===== src/rtl/ntsc_fb_arbiter.sv =====
// rtl/ntsc_fb_arbiter.sv - framebuffer SRAM arbiter: line prefetch into ping-pong buffer plus host writes
module ntsc_fb_arbiter #(
  parameter int DATA_W     = 8,
  parameter int ROW_W      = 8,
  parameter int IDX_W      = 7,
  parameter int LINE_WORDS = 94,
  parameter int BURST      = 8
) (
  input  logic                   clk_i,
  input  logic                   reset,
  input  logic                   line_start,
  input  logic [ROW_W-1:0]       fetch_line,
  output logic [ROW_W+IDX_W-1:0] sram_addr,
  output logic                   sram_we,
  output logic [DATA_W-1:0]      sram_wdata,
  input  logic [DATA_W-1:0]      sram_rdata,
  input  logic                   wr_valid,
  output logic                   wr_ready,
  input  logic [ROW_W+IDX_W-1:0] wr_addr,
  input  logic [DATA_W-1:0]      wr_data,
  input  logic [IDX_W-1:0]       pix_rd_idx,
  output logic [DATA_W-1:0]      pix_rd_data,
  output logic                   busy,
  output logic                   underrun,
  input  logic                   underrun_clr
);

  localparam int AW    = ROW_W + IDX_W;
  localparam int DEPTH = 1 << IDX_W;
  localparam int BW    = $clog2(BURST + 1);
  localparam logic [BW-1:0]    BURST_C = BW'(BURST);
  localparam logic [IDX_W-1:0] LAST_C  = IDX_W'(LINE_WORDS - 1);

  typedef enum logic [1:0] {IDLE, FETCH, DRAIN} state_t;

  state_t            state_q, state_d;
  logic              front_q, front_d;
  logic [ROW_W-1:0]  row_q, row_d;
  logic [IDX_W-1:0]  word_q, word_d;
  logic [BW-1:0]     burst_q, burst_d;
  logic              tag_v_q, tag_v_d;
  logic              tag_bank_q, tag_bank_d;
  logic [IDX_W-1:0]  tag_idx_q, tag_idx_d;
  logic              underrun_q, underrun_d;
  logic [AW-1:0]     addr_q, addr_d;
  logic [DATA_W-1:0] wdata_q, wdata_d;
  logic [DATA_W-1:0] pix_q;
  logic              rd_issue, ready, buf_we, host_we;

  logic [DATA_W-1:0] lbuf [0:2*DEPTH-1];

  always_comb begin
    state_d    = state_q;
    front_d    = front_q;
    row_d      = row_q;
    word_d     = word_q;
    burst_d    = burst_q;
    tag_v_d    = 1'b0;
    tag_bank_d = tag_bank_q;
    tag_idx_d  = tag_idx_q;
    underrun_d = underrun_q;
    rd_issue   = 1'b0;
    ready      = 1'b0;
    buf_we     = tag_v_q;
    if (underrun_clr) underrun_d = 1'b0;
    case (state_q)
      IDLE:  ready = 1'b1;
      FETCH: begin
        if (wr_valid && burst_q == BURST_C) begin
          ready   = 1'b1;
          burst_d = '0;
        end else begin
          rd_issue   = 1'b1;
          tag_v_d    = 1'b1;
          tag_bank_d = ~front_q;
          tag_idx_d  = word_q;
          word_d     = word_q + 1'b1;
          burst_d    = wr_valid ? burst_q + 1'b1 : '0;
          if (word_q == LAST_C) state_d = DRAIN;
        end
      end
      DRAIN: begin
        ready   = 1'b1;
        state_d = IDLE;
      end
      default: state_d = IDLE;
    endcase
    // A new line pre-empts everything; a late fetch loses both its landing and in-flight words.
    if (line_start) begin
      front_d  = ~front_q;
      row_d    = fetch_line;
      word_d   = '0;
      burst_d  = '0;
      state_d  = FETCH;
      rd_issue = 1'b0;
      tag_v_d  = 1'b0;
      if (state_q != IDLE) begin
        underrun_d = 1'b1;
        buf_we     = 1'b0;
      end
    end
  end

  assign host_we = wr_valid && ready && !reset;

  always_comb begin
    addr_d  = addr_q;
    wdata_d = wdata_q;
    if (host_we) begin
      addr_d  = wr_addr;
      wdata_d = wr_data;
    end else if (rd_issue) begin
      addr_d = {row_q, word_q};
    end
  end

  assign sram_addr   = reset ? '0 : addr_d;
  assign sram_wdata  = reset ? '0 : wdata_d;
  assign sram_we     = host_we;
  assign wr_ready    = ready;
  assign busy        = (state_q != IDLE);
  assign underrun    = underrun_q;
  assign pix_rd_data = pix_q;

  always_ff @(posedge clk_i) begin
    if (reset) begin
      state_q    <= IDLE;
      front_q    <= 1'b0;
      row_q      <= '0;
      word_q     <= '0;
      burst_q    <= '0;
      tag_v_q    <= 1'b0;
      tag_bank_q <= 1'b0;
      tag_idx_q  <= '0;
      underrun_q <= 1'b0;
      addr_q     <= '0;
      wdata_q    <= '0;
      pix_q      <= '0;
    end else begin
      state_q    <= state_d;
      front_q    <= front_d;
      row_q      <= row_d;
      word_q     <= word_d;
      burst_q    <= burst_d;
      tag_v_q    <= tag_v_d;
      tag_bank_q <= tag_bank_d;
      tag_idx_q  <= tag_idx_d;
      underrun_q <= underrun_d;
      addr_q     <= addr_d;
      wdata_q    <= wdata_d;
      pix_q      <= lbuf[{front_q, pix_rd_idx}];
    end
  end

  always_ff @(posedge clk_i) begin
    if (buf_we && !reset) lbuf[{tag_bank_q, tag_idx_q}] <= sram_rdata;
  end

endmodule


===== config.mk =====
export PLATFORM = sky130hd
export DESIGN_NAME = ntsc_fb_arbiter
export DESIGN_NICKNAME = d
export VERILOG_FILES = /design/src/rtl/ntsc_fb_arbiter.sv
export SDC_FILE = /design/constraint.sdc
export NUM_CORES = 2
export LEC_CHECK = 0
export CAP_MARGIN = 25
export CORE_ASPECT_RATIO = 0.75
export CORE_MARGIN = 4
export CORE_UTILIZATION = 30
export DETAILED_ROUTE_END_ITERATION = 12
export HOLD_SLACK_MARGIN = 0.1
export PLACE_DENSITY = 0.53
export SYNTH_ARGS = -nofsm -noshare
export SYNTH_HDL_FRONTEND = slang
export SYNTH_SLANG_ARGS = --single-unit
export TNS_END_PERCENT = 20

===== constraint.sdc =====
create_clock -name clk_i -period 2.7 [get_ports clk_i]
set_clock_uncertainty 0.2 [all_clocks]
set_input_delay 0.27 -clock clk_i [delete_from_list [all_inputs] [get_ports clk_i]]
set_output_delay 0.27 -clock clk_i [all_outputs]
set_load 0.05 [all_outputs]

# Word level (Yosys, flattened, before mapping)
# Memories as Yosys holds them, arrays and structs flattened. A register that Yosys moved wholly into a read port is not among the register bits.
# Cells that the tools add are included.
dict set report totals {
  regBits 55
  ram_bits 2048
  in_bits 51
  output_inout_bits 35
  elab_cells 62
  n_memories 1
}
dict set report op_classes {
  addsub 2
  n_eq_ne 9
  n_mux 23
  n_bitwise 3
  reduce_logical 12
}
# name depth width rd rd_ports_with_merged_regs wr line
set mem_list {}
lappend mem_list {lbuf 256 8 1 1 1 50} ;# logic [DATA_W-1:0] lbuf [0:2*DEPTH-1];
# cell n
set op_table {}
lappend op_table {{15-bit two-way mux} 3}
lappend op_table {{8-bit two-way mux} 2}
lappend op_table {{1-bit two-way mux} 12}
lappend op_table {{4-bit two-way mux} 2}
lappend op_table {{7-bit by 1-bit adder with 7-bit output (second input constant)} 1}
lappend op_table {{7-bit equality test (second input constant)} 1}
lappend op_table {{2-bit != test (second input constant)} 3}
lappend op_table {{3-bit != test (second input constant)} 2}
lappend op_table {{3-bit AND reduction} 2}
lappend op_table {{4-bit by 1-bit adder with 4-bit output (second input constant)} 1}
lappend op_table {{4-bit equality test (second input constant)} 1}
lappend op_table {{1-bit logical AND} 4}
lappend op_table {{2-bit two-way mux} 2}
lappend op_table {{2-bit one-hot mux with 2 select lines} 1}
lappend op_table {{2-bit OR reduction} 2}
lappend op_table {{1-bit inverter} 3}
lappend op_table {{2-bit by 1-bit equality test with 1-bit output (second input constant)} 1}
lappend op_table {{2-bit equality test (second input constant)} 1}
lappend op_table {{2-bit zero test} 1}
lappend op_table {{1-bit one-hot mux with 2 select lines} 1}
lappend op_table {{2-bit AND reduction} 1}
lappend op_table {{2-bit nonzero test} 1}
lappend op_table {{1-bit zero test} 1}

# Depth between registers and ports, before layout
dict set report logic_depth {
  word_depth 8
  ltp_mapped 11
  mapped_depth_nobuf 8
}

# Least setup slack after synthesis
# No wires, ideal clock.
dict set report synth_timing {
  path_type {register -> output}
  from {register burst_q[0]}
  to {output port sram_addr[10]}
  arrival_ns 3.791
  required_time_ns 2.230
  path_slack_ns -1.561
  stages_incl_launch_ff 9
  path_buffers 2
  cell_sequence {dfxtp_1 -> inv_1 -> ha_1 -> nand4b_1 -> o21ai_0 -> nand2_1 -> clkbuf_1 -> buf_1 -> a311oi_1}
}
dict set report synth_via {
  elab_chain_cells 8
  elab_cells_between_ends 12
  cone_classes {1 x eq/ne; 8 x mux; 3 x reduce/logical}
}
# element line
set synth_lines {}
lappend synth_lines {{start: declaration} 40} ;# logic [BW-1:0] burst_q, burst_d;
lappend synth_lines {{start signal: assignment} 144} ;# burst_q <= burst_d;
lappend synth_lines {{4-bit equality test} 69} ;# if (wr_valid && burst_q == BURST_C) begin
lappend synth_lines {{1-bit logical AND} 69}
lappend synth_lines {{1-bit two-way mux} 69}
lappend synth_lines {{1-bit one-hot mux with 2 select lines} 66} ;# case (state_q)
lappend synth_lines {{named net wr_ready} 18} ;# output logic wr_ready,
lappend synth_lines {{1-bit logical AND (2 in a row)} 104} ;# assign host_we = wr_valid && ready && !reset;
lappend synth_lines {{15-bit two-way mux} 109} ;# if (host_we) begin
lappend synth_lines {{15-bit two-way mux} -}
lappend synth_lines {{end: declaration} 13} ;# output logic [ROW_W+IDX_W-1:0] sram_addr,
# The timed path passes the listed nets, and every way through them passes these cells.

# Worst setup path in the final report
dict set report layout_timing {
  from {register burst_q[1]}
  to {output port sram_addr[4]}
}
dict set report layout_via {
  elab_chain_cells 8
  elab_cells_between_ends 12
  cone_classes {1 x eq/ne; 8 x mux; 3 x reduce/logical}
}
# element line
set layout_lines {}
lappend layout_lines {{4-bit equality test *} 69}
lappend layout_lines {{1-bit logical AND *} 69}
lappend layout_lines {{1-bit two-way mux} 69}
lappend layout_lines {{1-bit two-way mux / 1-bit one-hot mux with 2 select lines (equally long branches)} 66}
lappend layout_lines {{1-bit two-way mux / 1-bit logical AND (equally long branches)} -}
lappend layout_lines {{15-bit two-way mux / 1-bit logical AND (equally long branches)} {112, 104}}
lappend layout_lines {{15-bit two-way mux *} 109}
lappend layout_lines {{15-bit two-way mux *} -}
# Every way passes the cells marked *; elsewhere a longest branch is shown, timed or not.

==> impl_metrics.json <==
{
  "outcome": "complete, but fails checks",
  "violations": "negative setup slack",
  "drive_gt1_share_pct": 31.0,
  "reg2reg_slack_ns": -0.03,
  "grt_usage_pct": 16.9,
  "wirelength_um": 243000,
  "maxSlewViolCount": 0,
  "finalWorstSetupSlack_ns": -0.381,
  "io_buffers": 85,
  "fin_nets": 5242,
  "max-clock-path-buffers": 4,
  "clk_pin_slew_ns": 0.06,
  "rsz0062_at_grt": "true",
  "detail_route.vias_per_cell": 5.10,
  "wl_per_cell_um": 27.1,
  "clock_power_share_pct": 42.1,
  "multi_input_area_mm2": 0.0184,
  "fmax_mhz": 325,
  "switching_power_mw": 15.3,
  "regArea_mm2": 0.0628,
  "power_density_mw_per_mm2": 684,
  "seq_area_frac_synth_pct": 76.2,
  "max_stage_delay_ns": 0.34,
  "critPathMaxFanout": 10,
  "start_kind": "flip-flop",
  "crit_arrival_ns": 2.61,
  "synthesis.nets": 4267,
  "rows": 166,
  "ys_ff_latch": 2111,
  "grt_pass1_wl_um": 344000,
  "fin_crit_ns": 3.08,
  "cts_root_buffer": "clkbuf_16",
  "final_hold_viol_count": 0,
  "post_dp_cell_area_mm2": 0.0947,
  "final_area_mm2": 0.102,
  "drc": 0,
  "core_mm2": 0.273,
  "hold_class": "in -> reg",
  "ir_drop_mv": 0.427,
  "ios": 86,
  "initial_utilization_pct": 30.2,
  "fill_cells": 25090,
  "h-tree-depth": 4,
  "clk_latency_ns": 0.87,
  "worstMarginPinSlew_ns": 1.08,
  "drv_cap": 0,
  "seqPwrFrac_pct": 51.5,
  "relSlewSlack_pct": 28.3,
  "final_common_cell": "edfxtp_1",
  "netSwitchingFraction_pct": 21.8,
  "synthFlopType": "edfxtp_1",
  "syn_area_per_cell_um2": 19.5,
  "ys_warn_count": 0,
  "power_leakage_nw": 33.9,
  "cp.required_ns": 2.23,
  "drt_iter0_drc": 5992,
  "grt_max_degree": 142,
  "antenna_found_initial": 23,
  "final_cell_mix": "edfxtp_1 (2048), buf_4 (766), mux4_2 (366)",
  "clock-sinks": 2111,
  "async_flop_share_pct": 0,
  "gp_congestion": 0.878,
  "p_comb_share_pct": 6.4,
  "path_class": "reg -> out",
  "die_w_um": 613,
  "crit_chain": "inv_2, ha_4, nand4b_1, buf_4, o21ai_4, nand2_4, buf_8, a311oi_4, buf_12",
  "finalPower_mw": 69.9,
  "worstSetupEndpointType": "output pin",
  "num_vias": 45771,
  "internal_power_mw": 54.6,
  "synth_area_mm2": 0.0823,
  "cts_tree": "yes",
  "place_ws_ns": -0.844,
  "cpMaxStageDelayCell": "a311oi_4",
  "numCtsBuffers": 209,
  "die-area_mm2": 0.283,
  "grt_pass1_vias": 44627,
  "dr.pass1.iters": 5,
  "die_h_um": 462,
  "syn_inst": 4212,
  "synth_edf_count": 2048,
  "area_growth_syn_to_layout_pct": 24.2,
  "post-route-period-util_pct": 114,
  "post-dp-hpwl_um": 164000,
  "finalSetupViolCount": 25,
  "overflow": 0,
  "yosysUniqueCellTypes": 64,
  "ant_nets": 0
}
[power groups by stage]
stage          combinational, mW  sequential, mW  clock (mW)
2_1_floorplan               1.85            36.8           0
3_3_place_gp                4.35            36.7           0
3_5_place_dp                4.39            36.7           0
4_1_cts                     4.50            36.0        30.0
5_1_grt                     4.69            36.0        31.5
6_report                    4.48            36.0        29.4
[metal layers]
layer  vias up  GRT usage [%]  wire [um]
li1      19307              -          -
met1     24222           26.4     112000
met2      1975           23.9     103000
met3       267           4.06      23800
met4         0           3.35       4560
met5         -              0          0
[final cells by class]
| type | instances | area share [%] |
|---|---|---|
| Antenna cell | 5 | 0.0122 |
| Clock buffer | 255 | 5.33 |
| Clock inverter | 121 | 1.28 |
| Inverter | 5 | 0.0233 |
| Multi-Input combinational cell | 1839 | 18.0 |
| Sequential cell | 2111 | 61.4 |
| Tap cell | 3612 | 4.42 |
| Timing Repair Buffer | 1021 | 9.52 |
[cell families (layout without fill, tap and decap cells)]
family,count (synthesis),count (layout),synth area share [%]
AND/OR/NAND/NOR,645,645,3.43
XOR/XNOR,7,7,0.0745
multiplexers,714,714,14.3
adder cells (fa/ha/maj),4,4,0.0608
other,0,5,0
buffers and inverters,262,1402,1.95
flip-flops,2111,2111,76.2
AO/OA/AOI/OAI,469,469,3.99
[sequential cells by signal, indices dropped and copies added, names as in the netlist]
| signal | count |
|---|---|
| addr_q | 15 |
| burst_q | 4 |
| front_q | 1 |
| lbuf | 2048 |
| pix_rd_data | 8 |
| row_q | 8 |
| state_q | 2 |
| tag_bank_q | 1 |
| tag_idx_q | 7 |
| tag_v_q | 1 |
| underrun | 1 |
| wdata_q | 8 |
| word_q | 7 |
[cells in the mapped netlist (all sizes together) (4+ instances only)]
cell type | count | area, um2
edfxtp | 2048 | 61500
mux4 | 366 | 8240
nor2 | 342 | 1280
mux2i | 334 | 3340
nand2 | 147 | 552
buf | 141 | 1150
clkbuf | 116 | 435
o22ai | 106 | 663
o221ai | 81 | 709
dfxtp | 63 | 1260
o21ai | 58 | 290
a21oi | 56 | 280
a211oi | 46 | 345
nand3 | 36 | 180
a22oi | 34 | 255
a311oi | 19 | 166
nand4 | 19 | 119
nor3 | 17 | 85.1
a2111oi | 14 | 123
mux2 | 14 | 158
nor4 | 13 | 81.3
nor2b | 10 | 62.6
o31ai | 10 | 75.1
o211ai | 9 | 67.6
and3 | 8 | 50.1
or3 | 8 | 50.1
and2 | 6 | 37.5
nor4b | 6 | 52.6
o311ai | 6 | 52.6
a21o | 5 | 37.5
nand2b | 5 | 31.3
a31oi | 4 | 25.0
and3b | 4 | 35.0
ha | 4 | 50.1
inv | 4 | 15.0
nand3b | 4 | 30.0
nor3b | 4 | 30.0
or3b | 4 | 35.0
xor2 | 4 | 35.0
[repair_timing]
item / CTS / global route
endpoints found under the setup margin: 36 / 43
gates cloned: 2 / 0
setup buffers: 11 / 2
resized for setup: 47 / 15
hold endpoints to repair: 2096 / 0
hold buffers: 45 / 0
pin swaps: 18 / 10
[final timing paths]
path                      startpoint                         to  cells after the start
max          burst_q[1]$_SDFFE_PP0P_               sram_addr[4]                      9
min                       line_start    state_q[0]$_SDFFE_PP0P_                      4
max reg2reg     front_q$_SDFFE_PP0P_  pix_rd_data[2]$_SDFF_PP0_                      7
min reg2reg       wdata_q[7]$_DFF_P_         wdata_q[7]$_DFF_P_                      2
[metrics by stage]
| step | cells | setup TNS (ns) | hold slack (ns) | util (%) |
|---|---|---|---|---|
| after floorplan | 4212 | -2.57 | 0.169 | - |
| after global placement | 8526 | -23.23 | 0.266 | 34.7 |
| after global routing | 8964 | -11.20 | 0.177 | 37.5 |
| after detailed placement | 8532 | -30.98 | 0.274 | 34.7 |
| after CTS | 8966 | -9.97 | 0.107 | 37.5 |
| final | 8969 | -7.77 | 0.168 | 37.5 |
[critical path, delay by kind of cell, from the launching register on]
| kind | cells | cell delay [ns] |
|---|---|---|
| AOI/OAI and AO/OA | 2 | 0.52 |
| adders and majority gates | 1 | 0.12 |
| buffers and inverters | 4 | 0.59 |
| DFF | 1 | 0.32 |
| and+or+nand+nor | 2 | 0.23 |
No activity file was read; power rests on OpenSTA's default activity.
